==> config.mk <==
export PLATFORM = sky130hd
export DESIGN_NAME = ext_mem_bridge
export DESIGN_NICKNAME = d
export VERILOG_FILES = /design/src/rtl/ext_mem_bridge.sv
export SDC_FILE = /design/constraint.sdc
export NUM_CORES = 1
export LEC_CHECK = 0
export BUFFER_PORTS_ARGS = -buffer_cell sky130_fd_sc_hd__buf_2
export CORE_AREA = 8 8 88 90
export CTS_BUF_LIST = sky130_fd_sc_hd__clkbuf_4 sky130_fd_sc_hd__clkbuf_8 sky130_fd_sc_hd__clkbuf_16
export DETAILED_ROUTE_END_ITERATION = 10
export DIE_AREA = 0 0 96 98
export PLACE_DENSITY = 0.51
export SETUP_SLACK_MARGIN = 0.05
export SLEW_MARGIN = 0
export SYNTH_ARGS = -nofsm -noshare
export SYNTH_HDL_FRONTEND = slang
export SYNTH_SLANG_ARGS = --single-unit
==> constraint.sdc <==
create_clock -name clk -period 1.8 [get_ports clk]
set_clock_uncertainty 0.15 [all_clocks]
set_input_delay 0.27 -clock clk [delete_from_list [all_inputs] [get_ports clk]]
set_output_delay 0.27 -clock clk [all_outputs]
set_load 0.02 [all_outputs]
==> src/rtl/ext_mem_bridge.sv <==
// CPU-to-external-SRAM pin sequencer: ALE-muxed upper address, wait-stated WE/OE strobes; `EXT_MEM_HIADDR_CACHE_EN skips ALE/TURN on a repeated upper address.
// Latency: req->ready 3+WAIT_CYCLES (write) / 4+WAIT_CYCLES (read) with ALE, 2+WAIT_CYCLES without; no backpressure, req is only taken in IDLE.
module ext_mem_bridge #(
    parameter int ADDR_W      = 8,
    parameter int PIN_ADDR_W  = 5,
    parameter int WAIT_CYCLES = 1
) (
    input  logic                  clk,
    input  logic                  reset,
    input  logic                  req,
    input  logic                  we,
    input  logic [ADDR_W-1:0]     addr,
    input  logic [7:0]            wdata,
    output logic [7:0]            rdata,
    output logic                  ready,
    output logic                  busy,
    output logic [PIN_ADDR_W-1:0] pin_addr,
    output logic                  pin_ale,
    output logic                  pin_we,
    output logic                  pin_oe,
    output logic [7:0]            pin_data_out,
    output logic [7:0]            pin_data_oe,
    input  logic [7:0]            pin_data_in
);
    localparam int HI_W   = ADDR_W - PIN_ADDR_W;
    localparam bit HAS_HI = (HI_W > 0);

    typedef enum logic [2:0] {S_IDLE, S_ALE, S_TURN, S_ACCESS, S_DONE} state_t;

    state_t     r_state;
    logic       r_we;
    logic [7:0] r_wdata;
    logic [3:0] r_cnt;

    logic [7:0] w_hi;
    logic       w_hit;
    logic       w_skip_ale;
    logic       w_to_acc;
    logic       w_acc_we;
    logic [7:0] w_acc_wdata;

    // Upper address zero-extended to the bus width; all zeros when every bit is on pins.
    assign w_hi = 8'(addr >> PIN_ADDR_W);

`ifdef EXT_MEM_HIADDR_CACHE_EN
    logic       r_hi_valid;
    logic [7:0] r_hi_last;

    assign w_hit = r_hi_valid && (w_hi == r_hi_last);

    always_ff @(posedge clk) begin
        if (reset) begin
            r_hi_valid <= 1'b0;
            r_hi_last  <= 8'h00;
        end else if (r_state == S_ALE) begin
            r_hi_valid <= 1'b1;
            r_hi_last  <= pin_data_out;
        end
    end
`else
    assign w_hit = 1'b0;
`endif

    assign w_skip_ale = !HAS_HI || w_hit;

    // Next cycle is an ACCESS cycle; in IDLE the request fields are not latched yet.
    assign w_to_acc = (r_state == S_IDLE && req && w_skip_ale) ||
                      (r_state == S_ALE && r_we) ||
                      (r_state == S_TURN) ||
                      (r_state == S_ACCESS && r_cnt != 4'd0);
    assign w_acc_we    = (r_state == S_IDLE) ? we : r_we;
    assign w_acc_wdata = (r_state == S_IDLE) ? wdata : r_wdata;

    always_ff @(posedge clk) begin
        if (reset) begin
            r_state      <= S_IDLE;
            r_we         <= 1'b0;
            r_wdata      <= 8'h00;
            r_cnt        <= 4'd0;
            rdata        <= 8'h00;
            ready        <= 1'b0;
            busy         <= 1'b0;
            pin_addr     <= '0;
            pin_ale      <= 1'b0;
            pin_we       <= 1'b0;
            pin_oe       <= 1'b0;
            pin_data_out <= 8'h00;
            pin_data_oe  <= 8'h00;
        end else begin
            pin_ale      <= 1'b0;
            pin_we       <= 1'b0;
            pin_oe       <= 1'b0;
            pin_data_out <= 8'h00;
            pin_data_oe  <= 8'h00;
            ready        <= 1'b0;

            case (r_state)
                S_IDLE: begin
                    if (req) begin
                        r_we     <= we;
                        r_wdata  <= wdata;
                        pin_addr <= addr[PIN_ADDR_W-1:0];
                        busy     <= 1'b1;
                        if (w_skip_ale) begin
                            r_state <= S_ACCESS;
                            r_cnt   <= 4'(WAIT_CYCLES);
                        end else begin
                            r_state      <= S_ALE;
                            pin_ale      <= 1'b1;
                            pin_data_oe  <= 8'hFF;
                            pin_data_out <= w_hi;
                        end
                    end
                end
                S_ALE: begin
                    if (r_we) begin
                        r_state <= S_ACCESS;
                        r_cnt   <= 4'(WAIT_CYCLES);
                    end else begin
                        r_state <= S_TURN;
                    end
                end
                S_TURN: begin
                    r_state <= S_ACCESS;
                    r_cnt   <= 4'(WAIT_CYCLES);
                end
                S_ACCESS: begin
                    if (r_cnt == 4'd0) begin
                        r_state <= S_DONE;
                        ready   <= 1'b1;
                        if (!r_we) begin
                            rdata <= pin_data_in;
                        end
                    end else begin
                        r_cnt <= r_cnt - 4'd1;
                    end
                end
                S_DONE: begin
                    r_state <= S_IDLE;
                    busy    <= 1'b0;
                end
                default: r_state <= S_IDLE;
            endcase

            if (w_to_acc) begin
                pin_we       <= w_acc_we;
                pin_oe       <= !w_acc_we;
                pin_data_oe  <= {8{w_acc_we}};
                pin_data_out <= w_acc_we ? w_acc_wdata : 8'h00;
            end
        end
    end
endmodule

==> results.json <==
{
  "rsz0062_at_grt": "true",
  "drt_iter0_drc": 94,
  "fp.dieW_um": 96,
  "synthFlopType": "dfxtp_1",
  "ant_nets": 0,
  "coreArea_um2": 6494,
  "synth_warnings": 0,
  "antenna_cells": 0,
  "maxSlewViolCount": 0,
  "grt_pass1_vias": 1572,
  "dp.cells": 335,
  "cts_buffers": 5,
  "vias": 1569,
  "finalCritPeriodShare": 0.9289,
  "ir_worst_vdd_uv": 434.1,
  "hold_path_startpoint": "addr[6]",
  "max_freq_mhz": 598.1,
  "die-area_um2": 9408,
  "grt-ovfl-total": 0,
  "crit_type": "reg2reg",
  "syn_area_um2": 1856,
  "clk_pin_slew_ns": 0.09,
  "dr.pass1.iters": 4,
  "wire_per_inst_um": 12.79,
  "slew_headroom": 0.8103,
  "cp-start-kind": "flop",
  "post-route-drc-count": 0,
  "crit_path_end_kind": "flop",
  "final_cells": 345,
  "ctsHoldBuffers": 0,
  "async_flop_share": 0,
  "synth_seq_cells": 43,
  "routed_via_density": 4.548,
  "start_util": 0.2857,
  "crit_start": "r_state[0]",
  "synth_enable_flop_cells": 0,
  "syn_nets": 229,
  "cts-root-buf": "clkbuf_8",
  "grt_usage": 0.09970,
  "setup_violations": 0,
  "tightest_slew_ns": 0.2808,
  "worstPathArrival_ns": 1.71,
  "worst_hold_path_type": "in2reg",
  "final_net_count": 294,
  "drt_wl_total_mm": 4.413,
  "area_delta_synth_final_pct": 30.34,
  "status": "finished clean",
  "ctsHtreeMaxLevel": 2,
  "finalSetupTns_ns": 0,
  "path_max_fanout": 9,
  "clock_latency_ns": 0.30,
  "syn_avg_cell_area_um2": 9.324,
  "power.density_nw_per_um2": 959.6,
  "synth_cells": 199,
  "finish.utilization": 0.3724,
  "place_hpwl_mm": 3.311,
  "cts_sinks": 43,
  "grt_pass1_wl_mm": 7.507,
  "cts_tree": "done",
  "io_pins": 62,
  "fillCellCount": 677,
  "maxCapViolations": 0,
  "finalCriticalPeriod_ns": 1.672,
  "antenna_found_initial": 0,
  "crit_required_ns": 1.84,
  "p_leak_nw": 1.078,
  "die_h_um": 98,
  "port_buffers": 61,
  "drive_above_1_share": 0.4038,
  "reg2reg_from": "r_state[0]",
  "yosysUniqueCellTypes": 39,
  "finalHoldViolCount": 0,
  "row_count": 30,
  "cts_buffer_depth": 2,
  "ys_seq_area_frac": 0.4639,
  "place_congestion": 0.7674,
  "grt_max_degree": 27
}
-- area by class of cell --
class	count	area, um2	share of cell area
flip-flops and latches	43	863.3	0.3570
inverters	3	11.26	0.004656
multi-input cells	133	885.9	0.3663
repair buffers	78	445.4	0.1842
well taps	80	100.1	0.04139
clock buffers	5	68.82	0.02845
clock inverters	3	43.79	0.01811
-- logic make-up (layout without fill, tap and decap cells) --
kind of cell             Yosys count  in the layout  share of synthesized area
AND/OR/NAND/NOR                   82             82                     0.2522
multiplexers                      13             13                    0.07080
flip-flops                        43             43                     0.4639
buffers and inverters             23             89                    0.07821
AO/OA/AOI/OAI                     36             36                     0.1214
adder cells (fa/ha/maj)            2              2                    0.01348
-- cell usage in the layout (no fill, tap or decap), types with 3 or more instances in the layout --
cell type | synthesis | final
buf_2 | 2 | 61
dfxtp_1 | 43 | 41
nand2_1 | 40 | 40
a21oi_1 | 21 | 21
nand2b_1 | 17 | 17
buf_4 | 9 | 16
mux2i_1 | 12 | 12
nor3_1 | 5 | 5
clkbuf_8 | 0 | 5
nor2_1 | 4 | 3
o2bb2ai_1 | 3 | 3
-- power breakdown --
group	switching, W	internal (W)	leakage, nW
Combinational	0.000289	0.000223	0.668
Clock	0.000343	0.000413	0.0581
Sequential	0.0000409	0.00101	0.351
Total	0.000672	0.00165	1.08
-- path summary, 6_finish.rpt --
kind | depth (start not counted) | slack, ns | endpoint
worst max-delay path | 4 | 0.13 | r_wdata[6]
worst min-delay path | 2 | 0.03 | pin_data_out[1]
worst max register to register | 4 | 0.13 | r_wdata[6]
worst min register to register | 2 | 0.31 | r_wdata[1]
-- through the flow --
step | hold slack, ns | area [um2] | total power, W | worst slack, ns
global placement | 0.2906 | 2265 | 0.001570 | 0.05829
CTS | 0.007391 | 2381 | 0.002344 | 0.02914
finish | 0.02512 | 2419 | 0.002321 | 0.1279
floorplan | 0.2369 | 1868 | 0.001420 | 0.04476
global route | 0.01297 | 2419 | 0.002454 | 0.04581
detailed placement | 0.2951 | 2265 | 0.001571 | 0.02458
-- state kept, by name, indices dropped and copies added, names as in the netlist, 3 cells and up --
| name | cells |
|---|---|
| r_cnt | 4 |
| r_state | 3 |
| pin_data_out | 8 |
| r_wdata | 8 |
| rdata | 8 |
| pin_addr | 5 |
-- synth_stat cells (3+ instances only) --
cell type | number | area share
nand2_1 | 40 | 0.081
inv_1 | 3 | 0.0061
a21oi_1 | 21 | 0.057
nor2_1 | 4 | 0.0081
nand2b_1 | 17 | 0.057
mux2i_1 | 12 | 0.065
buf_4 | 9 | 0.036
clkbuf_1 | 5 | 0.010
dfxtp_1 | 43 | 0.46
o2bb2ai_1 | 3 | 0.014
nor3_1 | 5 | 0.013
-- per-layer routing --
layer	part of all wire	vias up	global-route usage	wire, um
met2	0.47	46	0.1563	2055
met1	0.44	713	0.1147	1963
met5	0	-	0	0
met3	0.073	5	0.04144	320
li1	-	805	-	-
met4	0.017	0	0.04260	74
-- critical path, cell delays in order (launching register included) --
cell and delay [ns]:
dfxtp_1 0.40, or4b_1 0.65, buf_4 0.23, nand2_1 0.07, a21oi_1 0.06
-- timing repair --
action	4_1_cts	5_1_grt
resized for setup	2	6
cloned	0	0
pin swaps	0	2
buffers inserted	0	2
setup endpoints to repair	14	11
Note: power is estimated with default switching activity, not from simulation.
